### src/rtl/fir_output_stage.sv
// FIR output stage: rounds and saturates the accumulated sum, then buffers
// the conditioned samples in a small FIFO feeding a valid/ready consumer.
// Sticky flags record saturation events and samples lost to a full buffer.
module fir_output_stage #(
  parameter int N     = 32,
  parameter int M     = 16,
  parameter int SHIFT = 15,
  parameter int DEPTH = 4
) (
  input  logic         clk,
  input  logic         rst,
  input  logic [N-1:0] y_in,
  input  logic         y_valid,
  output logic         in_ready,
  output logic [M-1:0] out_data,
  output logic         out_valid,
  input  logic         out_ready,
  output logic         sat_flag,
  output logic         drop_flag,
  input  logic         clr_flags
);

  localparam int AW = (DEPTH > 1) ? $clog2(DEPTH) : 1;
  localparam int RS = (SHIFT > 0) ? SHIFT - 1 : 0;
  localparam logic signed [N:0] ROUND = (SHIFT > 0) ? ((N+1)'(1) << RS) : '0;

  logic signed [N:0] sum_ext;
  logic signed [N:0] shifted;
  logic              fits;
  logic [M-1:0]      cond_data;
  logic              cond_sat;

  logic [M-1:0]      p_data;
  logic              p_valid;
  logic              p_sat;

  logic [M-1:0]      mem [DEPTH];
  logic [AW-1:0]     wr_ptr;
  logic [AW-1:0]     rd_ptr;
  logic [AW:0]       count;

  logic              accept;
  logic              drop;
  logic              push;
  logic              pop;

  // Round half up, shift down, and clamp to the signed output range
  always_comb begin
    sum_ext   = $signed({y_in[N-1], y_in}) + ROUND;
    shifted   = sum_ext >>> SHIFT;
    fits      = (&shifted[N:M-1]) || !(|shifted[N:M-1]);
    cond_sat  = !fits;
    cond_data = shifted[M-1:0];
    if (!fits) begin
      cond_data = shifted[N] ? {1'b1, {(M-1){1'b0}}} : {1'b0, {(M-1){1'b1}}};
    end
  end

  // Handshake decode; ready counts the sample already in flight so a write never meets a full FIFO
  always_comb begin
    in_ready  = (int'(count) + int'(p_valid)) < DEPTH;
    accept    = y_valid && in_ready;
    drop      = y_valid && !in_ready;
    out_valid = (count != '0);
    out_data  = out_valid ? mem[rd_ptr] : '0;
    push      = p_valid;
    pop       = out_valid && out_ready;
  end

  // Conditioning register holding one sample between capture and FIFO write
  always_ff @(posedge clk) begin
    if (rst) begin
      p_valid <= 1'b0;
      p_sat   <= 1'b0;
      p_data  <= '0;
    end else begin
      p_valid <= accept;
      if (accept) begin
        p_data <= cond_data;
        p_sat  <= cond_sat;
      end
    end
  end

  // FIFO storage write; contents need no reset because count gates the output
  always_ff @(posedge clk) begin
    if (!rst && push) begin
      mem[wr_ptr] <= p_data;
    end
  end

  // FIFO pointers and occupancy; pointers wrap naturally since DEPTH is a power of two
  always_ff @(posedge clk) begin
    if (rst) begin
      wr_ptr <= '0;
      rd_ptr <= '0;
      count  <= '0;
    end else begin
      if (push) wr_ptr <= wr_ptr + 1'b1;
      if (pop)  rd_ptr <= rd_ptr + 1'b1;
      case ({push, pop})
        2'b10:   count <= count + 1'b1;
        2'b01:   count <= count - 1'b1;
        default: count <= count;
      endcase
    end
  end

  // Sticky status flags; a new event on the clearing edge keeps the flag set
  always_ff @(posedge clk) begin
    if (rst) begin
      sat_flag  <= 1'b0;
      drop_flag <= 1'b0;
    end else begin
      sat_flag  <= (sat_flag && !clr_flags) || (p_valid && p_sat);
      drop_flag <= (drop_flag && !clr_flags) || drop;
    end
  end

endmodule

### config.mk
export PLATFORM = sky130hd
export DESIGN_NAME = fir_output_stage
export DESIGN_NICKNAME = d
export VERILOG_FILES = /design/src/rtl/fir_output_stage.sv
export SDC_FILE = /design/constraint.sdc
export NUM_CORES = 1
export LEC_CHECK = 0
export ABC_AREA = 1
export ABC_CLOCK_PERIOD_IN_PS = 2200
export CORE_MARGIN = 5
export CORE_UTILIZATION = 30
export CTS_CLUSTER_SIZE = 12
export DETAILED_ROUTE_END_ITERATION = 10
export DONT_BUFFER_PORTS = 1
export PLACE_DENSITY_LB_ADDON = 0.1
export SYNTH_ARGS = -nofsm -noshare
export SYNTH_HDL_FRONTEND = slang
export SYNTH_SLANG_ARGS = --single-unit
export TNS_END_PERCENT = 100
### constraint.sdc
create_clock -name clk -period 2.2 [get_ports clk]
set_input_delay 0.22 -clock clk [delete_from_list [all_inputs] [get_ports clk]]
set_output_delay 0.22 -clock clk [all_outputs]
set_load 0.1 [all_outputs]
## Word-level counts from Yosys, hierarchy flattened

Memory sizes are Yosys's and may differ from the RTL's. A register that Yosys moved wholly into a read port is not among the register bits.
Index checks and enable logic that the tools add are counted.
W data, S select, Z words.

| storage, ports and cells | value |
|---|---|
| bits in registers | 27 |
| latch bits | 0 |
| memory bits (writable) | 64 |
| memory bits (read-only) | 0 |
| input port bits | 37 |
| memories | 1 |

| cells by class | value |
|---|---|
| $add $sub $neg | 6 |
| $mul | 0 |
| divide/modulo/power cells | 0 |
| magnitude comparators | 1 |
| equality and inequality tests | 2 |
| shifts and indexed selects | 0 |
| multiplexer cells | 8 |
| bitwise operators | 0 |
| reductions and logical operators | 19 |

Memory list:

| memory | depth | width | read ports | clocked after memory_dff | wr ports | line | text |
|---|---|---|---|---|---|---|---|
| mem | 4 | 16 | 1 | 1 | 1 | 37 | `logic [M-1:0] mem [DEPTH];` |

Operator list:

| cell | count |
|---|---|
| $mux W16 | 3 |
| $add A32 B16 Y33 const B | 1 |
| $logic_and A1 B1 Y1 | 7 |
| $pmux W3 S2 | 1 |
| $logic_not A1 Y1 | 5 |
| $add A2 B1 Y2 const B | 2 |
| $add A3 B1 Y4 | 1 |
| $lt A4 B3 Y1 const B | 1 |
| $mux W2 | 2 |
| $add A3 B1 Y3 const B | 1 |
| $logic_or A1 B1 Y1 | 3 |
| $reduce_and A3 Y1 | 1 |
| $reduce_bool A3 Y1 | 1 |
| $reduce_or A3 Y1 | 1 |
| $sub A3 B1 Y3 const B | 1 |
| $eq A2 B1 Y1 const B | 1 |
| $eq A2 B2 Y1 const B | 1 |
| $mux W1 | 2 |
| $reduce_bool A2 Y1 | 1 |

## Longest topological paths before layout

| depth | value |
|---|---|
| word-level depth | 5 |
| gate-level depth with buffers | 12 |

## Least setup slack after synthesis

OpenSTA, ideal clock, no wires.

| timing | value |
|---|---|
| path type | register -> output |
| start | register (tool-made name) |
| end | output port out_data[5] |
| arrival time | 2503 ps |
| data required time | 1980 ps |
| path slack | -523 ps |
| cell stages (with the launch flop) | 7 |
| buffers on the path | 2 |
| path through | dfxtp_1 > clkbuf_1 > inv_1 > clkbuf_1 > nor2_1 > o21ai_0 > a21oi_1 |

RTL lines:

| item | line | text |
|---|---|---|
| end: declaration | 15 | `output logic [M-1:0] out_data,` |

==> metrics.md <==
| Metric | Value |
|---|---|
| Clock sinks | 93 |
| Post-synth top flop | edfxtp_1 |
| Fin crit period | 1.98 ns |
| Cell Area, Placed | between 4000 and 5000 um^2 |
| Top post-synthesis cells by area | edfxtp_1 46%, dfxtp_1 14%, nor2_1 7.4%, o21ai_0 6.8%, nand2_1 4.5% |
| CP delay by family, top | buffers and inverters |
| Max-slew headroom | 57.9% |
| Comb power frac | 47.5% |
| RSZ-0062 raised after global routing | false |
| EDFF count, synth | 64 |
| Post-DRT Antenna Nets | 0 |
| Reg power frac | 31.9% |
| Vias in the first global route | 2,832 |
| Fin. Hold Viols | 0 |
| Final period utilization | 90.0% |
| CP required | around 2.0 ns |
| Synth area leader | edfxtp_1 |
| Slack of the critical path | 0.220 ns |
| Vias per cell | 4.43 |
| Clk pwr share | about a fifth |
| Initial Utilization | 30.3% |
| Met1 Usage GRT | between 10 and 15% |
| Worst EP arrival | 1.76 ns |
| Drt pass-1 iters | 4 |
| Core area | 13,800 um^2 |
| Initial antenna violation count | 0 |
| Final setup violation count | 0 |
| R2R Path Start | count[1] |
| Worst-Margin Slew | 0.631 ns |
| #FFs+latches synth | 93 |
| Post-route cell area | 5120 um^2 |
| Total GRT Usage | 11.5% |
| Share of the synthesized area in the top cell type | 46.1% |
| CP Cell Sequence | inv_1 > buf_4 > o21ai_0 > a21oi_2 > buf_12 |
| Slowest cell on the critical path | dfxtp_1 |
| Mapped Cells | 423 |
| Fmax | 505 MHz |
| Iter 0 DRT Violations | between 150 and 200 |
| Die width | 128 um |
| Worst hold path type | primary input to flip-flop |
| Internal power | 0.00380 W |
| Peak VDD IR | 489 uV |
| # IOs | 57 |
| Distinct cells, synth | 25 |
| Final Max Slew Viols | 0 |
| Post-Route WL | 8820 um |
| Hold-critical path depth | 3 |
| Setup Buffers After CTS | 0 |
| Core Rows | 43 |
| Share of cells above drive strength 1 | between 20% and 30% |
| Cell count after placement | between 600 and 700 |
| Internal reg-to-reg setup slack | 0.38 ns |
| Die H | 128 um |
| Via count | 2,816 |
| GPL Wtd Cong | 0.720 |
| Clock transition at path regs | 0.06 ns |
| Hold worst-path end | p_sat |
| DP Worst Slack | 0.381 ns |
| CTS tree | built |
| Number of buffer and inverter stages on the critical path | 3 |
| P&R area growth vs syn | 22.7% |
| Synth warn | 0 |
| Average wire per standard cell | 13.9 um |
| Diodes inserted | 0 |
| DRC Markers | 0 |
| CP Launch Type | flip-flop |
| NetSw | 0.00292 W |
| Critical path endpoint category | primary output |
| Skew final | approximately 0.0055 ns |
| Max incr delay on CP | approximately 0.33 ns |
| Cell Area, Synth | about 4200 um^2 |
| RR Endpoint | count[2] |
| Lkg Pwr | 1.86 nW |
| Hold_ws | ~0.026 ns |
| Crit path kind | flip-flop to primary output |
| Grt ovf | 0 |
| Post-Syn Area per Cell | 9.86 um^2 |
| Share of synthesized flip-flops with an asynchronous set or reset | 0% |
| Max Cap Violations | 0 |
| Met2 Usage GRT | 18.6% |
| H-Tree Depth | 3 |
| Gr busiest metal | met2 |
| Syn Nets | 467 |
| FF-to-FF path depth | 11 |
| First-pass GRT wire length | 14,400 um |
| Largest net degree at the start of global routing | 24 |
| Crit path max fanout | 14 |
| Power Density | 1310 nW/um^2 |
| Run status | completed |
| M3 GR Usage | 1.92% |
| Clock Latency Late Sink | 0.33 ns |
| Register area share after synthesis | between 50 and 60% |
| Root buffer cell | clkbuf_16 |
| Die area | 16,400 um^2 |
| Clk buf depth | 2 |
| Min-delay src | rst |
| CTS buffer count | 9 |
| Sw Share | between 40% and 50% |
| # port buffers | 0 |
| Fin nets | around 500 |
| Final instance count without filler cells | approximately 640 |
| DPL Wire Length | about 6100 um |
## power by group through the flow
stage	registers (W)	logic, W	clock network [W]
global placement	0.00217	0.00322	0
CTS	0.00214	0.00324	0.00143
floorplan	0.00215	0.00217	0
finish	0.00214	0.00319	0.00139
global route	0.00216	0.00336	0.00152
detailed placement	0.00218	0.00323	0
## synthesized netlist by cell type, types with 6 or more instances
library cell and instances:
ha_1 6, nand2_2 6, a21oi_2 10, xor2_1 7, edfxtp_1 64, nor2_4 6, nand3_1 6, inv_1 29
a21oi_1 34, clkbuf_1 13, nand2_1 50, o21ai_0 57, dfxtp_1 29, nor2_1 82
## cell type report
cell class	instances	area [um^2]
Inverter	33	128
Sequential cell	93	2500
Multi-Input combinational cell	281	1550
Timing Repair Buffer	32	443
Tap cell	180	225
Fill cell	1425	8650
Clock buffer	11	243
Clock inverter	5	26.3
## registers in the layout, summed over array words and instances, names as in the netlist, named ones only
register	cells
p_data	16
p_sat	1
sat_flag	1
mem	64
p_valid	1
count	3
wr_ptr	2
drop_flag	1
rd_ptr	2
## per-layer routing
layer | routed length, um | share of wire [%] | up-vias
li1 | - | - | 1481
met1 | 4170 | 47 | 1264
met2 | 4030 | 46 | 59
met3 | 418 | 4.7 | 12
met4 | 198 | 2.2 | 0
met5 | 0 | 0 | -
## tightest hold or removal path, cell delays in order
cell and delay (ns):
a21oi_1 0.02, nand2_1 0.05, inv_1 0.03
## worst max-delay path by stage
stage	slack, ns	depth (start not counted)	endpoint
6_report	0.22	5	out_data[3]
5_1_grt	0.08	5	out_data[3]
4_1_cts	0.14	5	out_data[3]
3_5_place_dp	0.38	11	count[2]
3_3_place_gp	0.42	11	count[2]
2_1_floorplan	-0.24	10	count[1]
## through the flow
stage / TNS (ns) / power, W / util (%)
finish: 0 / 0.00672 / 37.2
global route: 0 / 0.00705 / 37.2
CTS: 0 / 0.00682 / 37.2
detailed placement: 0 / 0.00542 / 35.1
global placement: 0 / 0.00540 / 35.1
floorplan: -0.362 / 0.00433 / -
## cell families after synthesis
| kind of cell | share of synthesized area (%) |
|---|---|
| compound gates | 13.0 |
| flops | 60.0 |
| buf+inv | 4.77 |
| fa+ha+maj | 2.28 |
| simple gates | 17.5 |
| xor+xnor | 2.52 |
## layout by cell type (no fill, tap or decap)
| master | n |
|---|---|
| xnor2_1 | 5 |
| nand2_4 | 3 |
| dlygate4sd3_1 | 1 |
| clkinvlp_4 | 2 |
| ha_4 | 1 |
| inv_1 | 26 |
| dfxtp_2 | 2 |
| buf_4 | 15 |
| nor2_4 | 6 |
| inv_2 | 6 |
| nand3_1 | 6 |
| a21oi_2 | 26 |
| nor2_1 | 82 |
| a21oi_1 | 18 |
| clkbuf_1 | 1 |
| clkinv_2 | 3 |
| fa_1 | 1 |
| clkinv_1 | 1 |
| clkbuf_8 | 1 |
| nand2_2 | 6 |
| buf_12 | 16 |
| dfxtp_1 | 27 |
| ha_1 | 5 |
| clkbuf_16 | 9 |
| nand4_1 | 2 |
| nand3_2 | 3 |
| xor2_1 | 7 |
| nand2_1 | 50 |
| edfxtp_1 | 64 |
| nor2_2 | 1 |
| nor3_4 | 1 |
| o21ai_0 | 57 |
| nor3_1 | 1 |
## timing repair
| item | 4_1_cts | 5_1_grt |
|---|---|---|
| endpoints found under the hold margin | 4 | 0 |
| hold buffers | 1 | 0 |
| gates resized for setup | 0 | 0 |
Note: power is estimated with default switching activity, not from simulation.
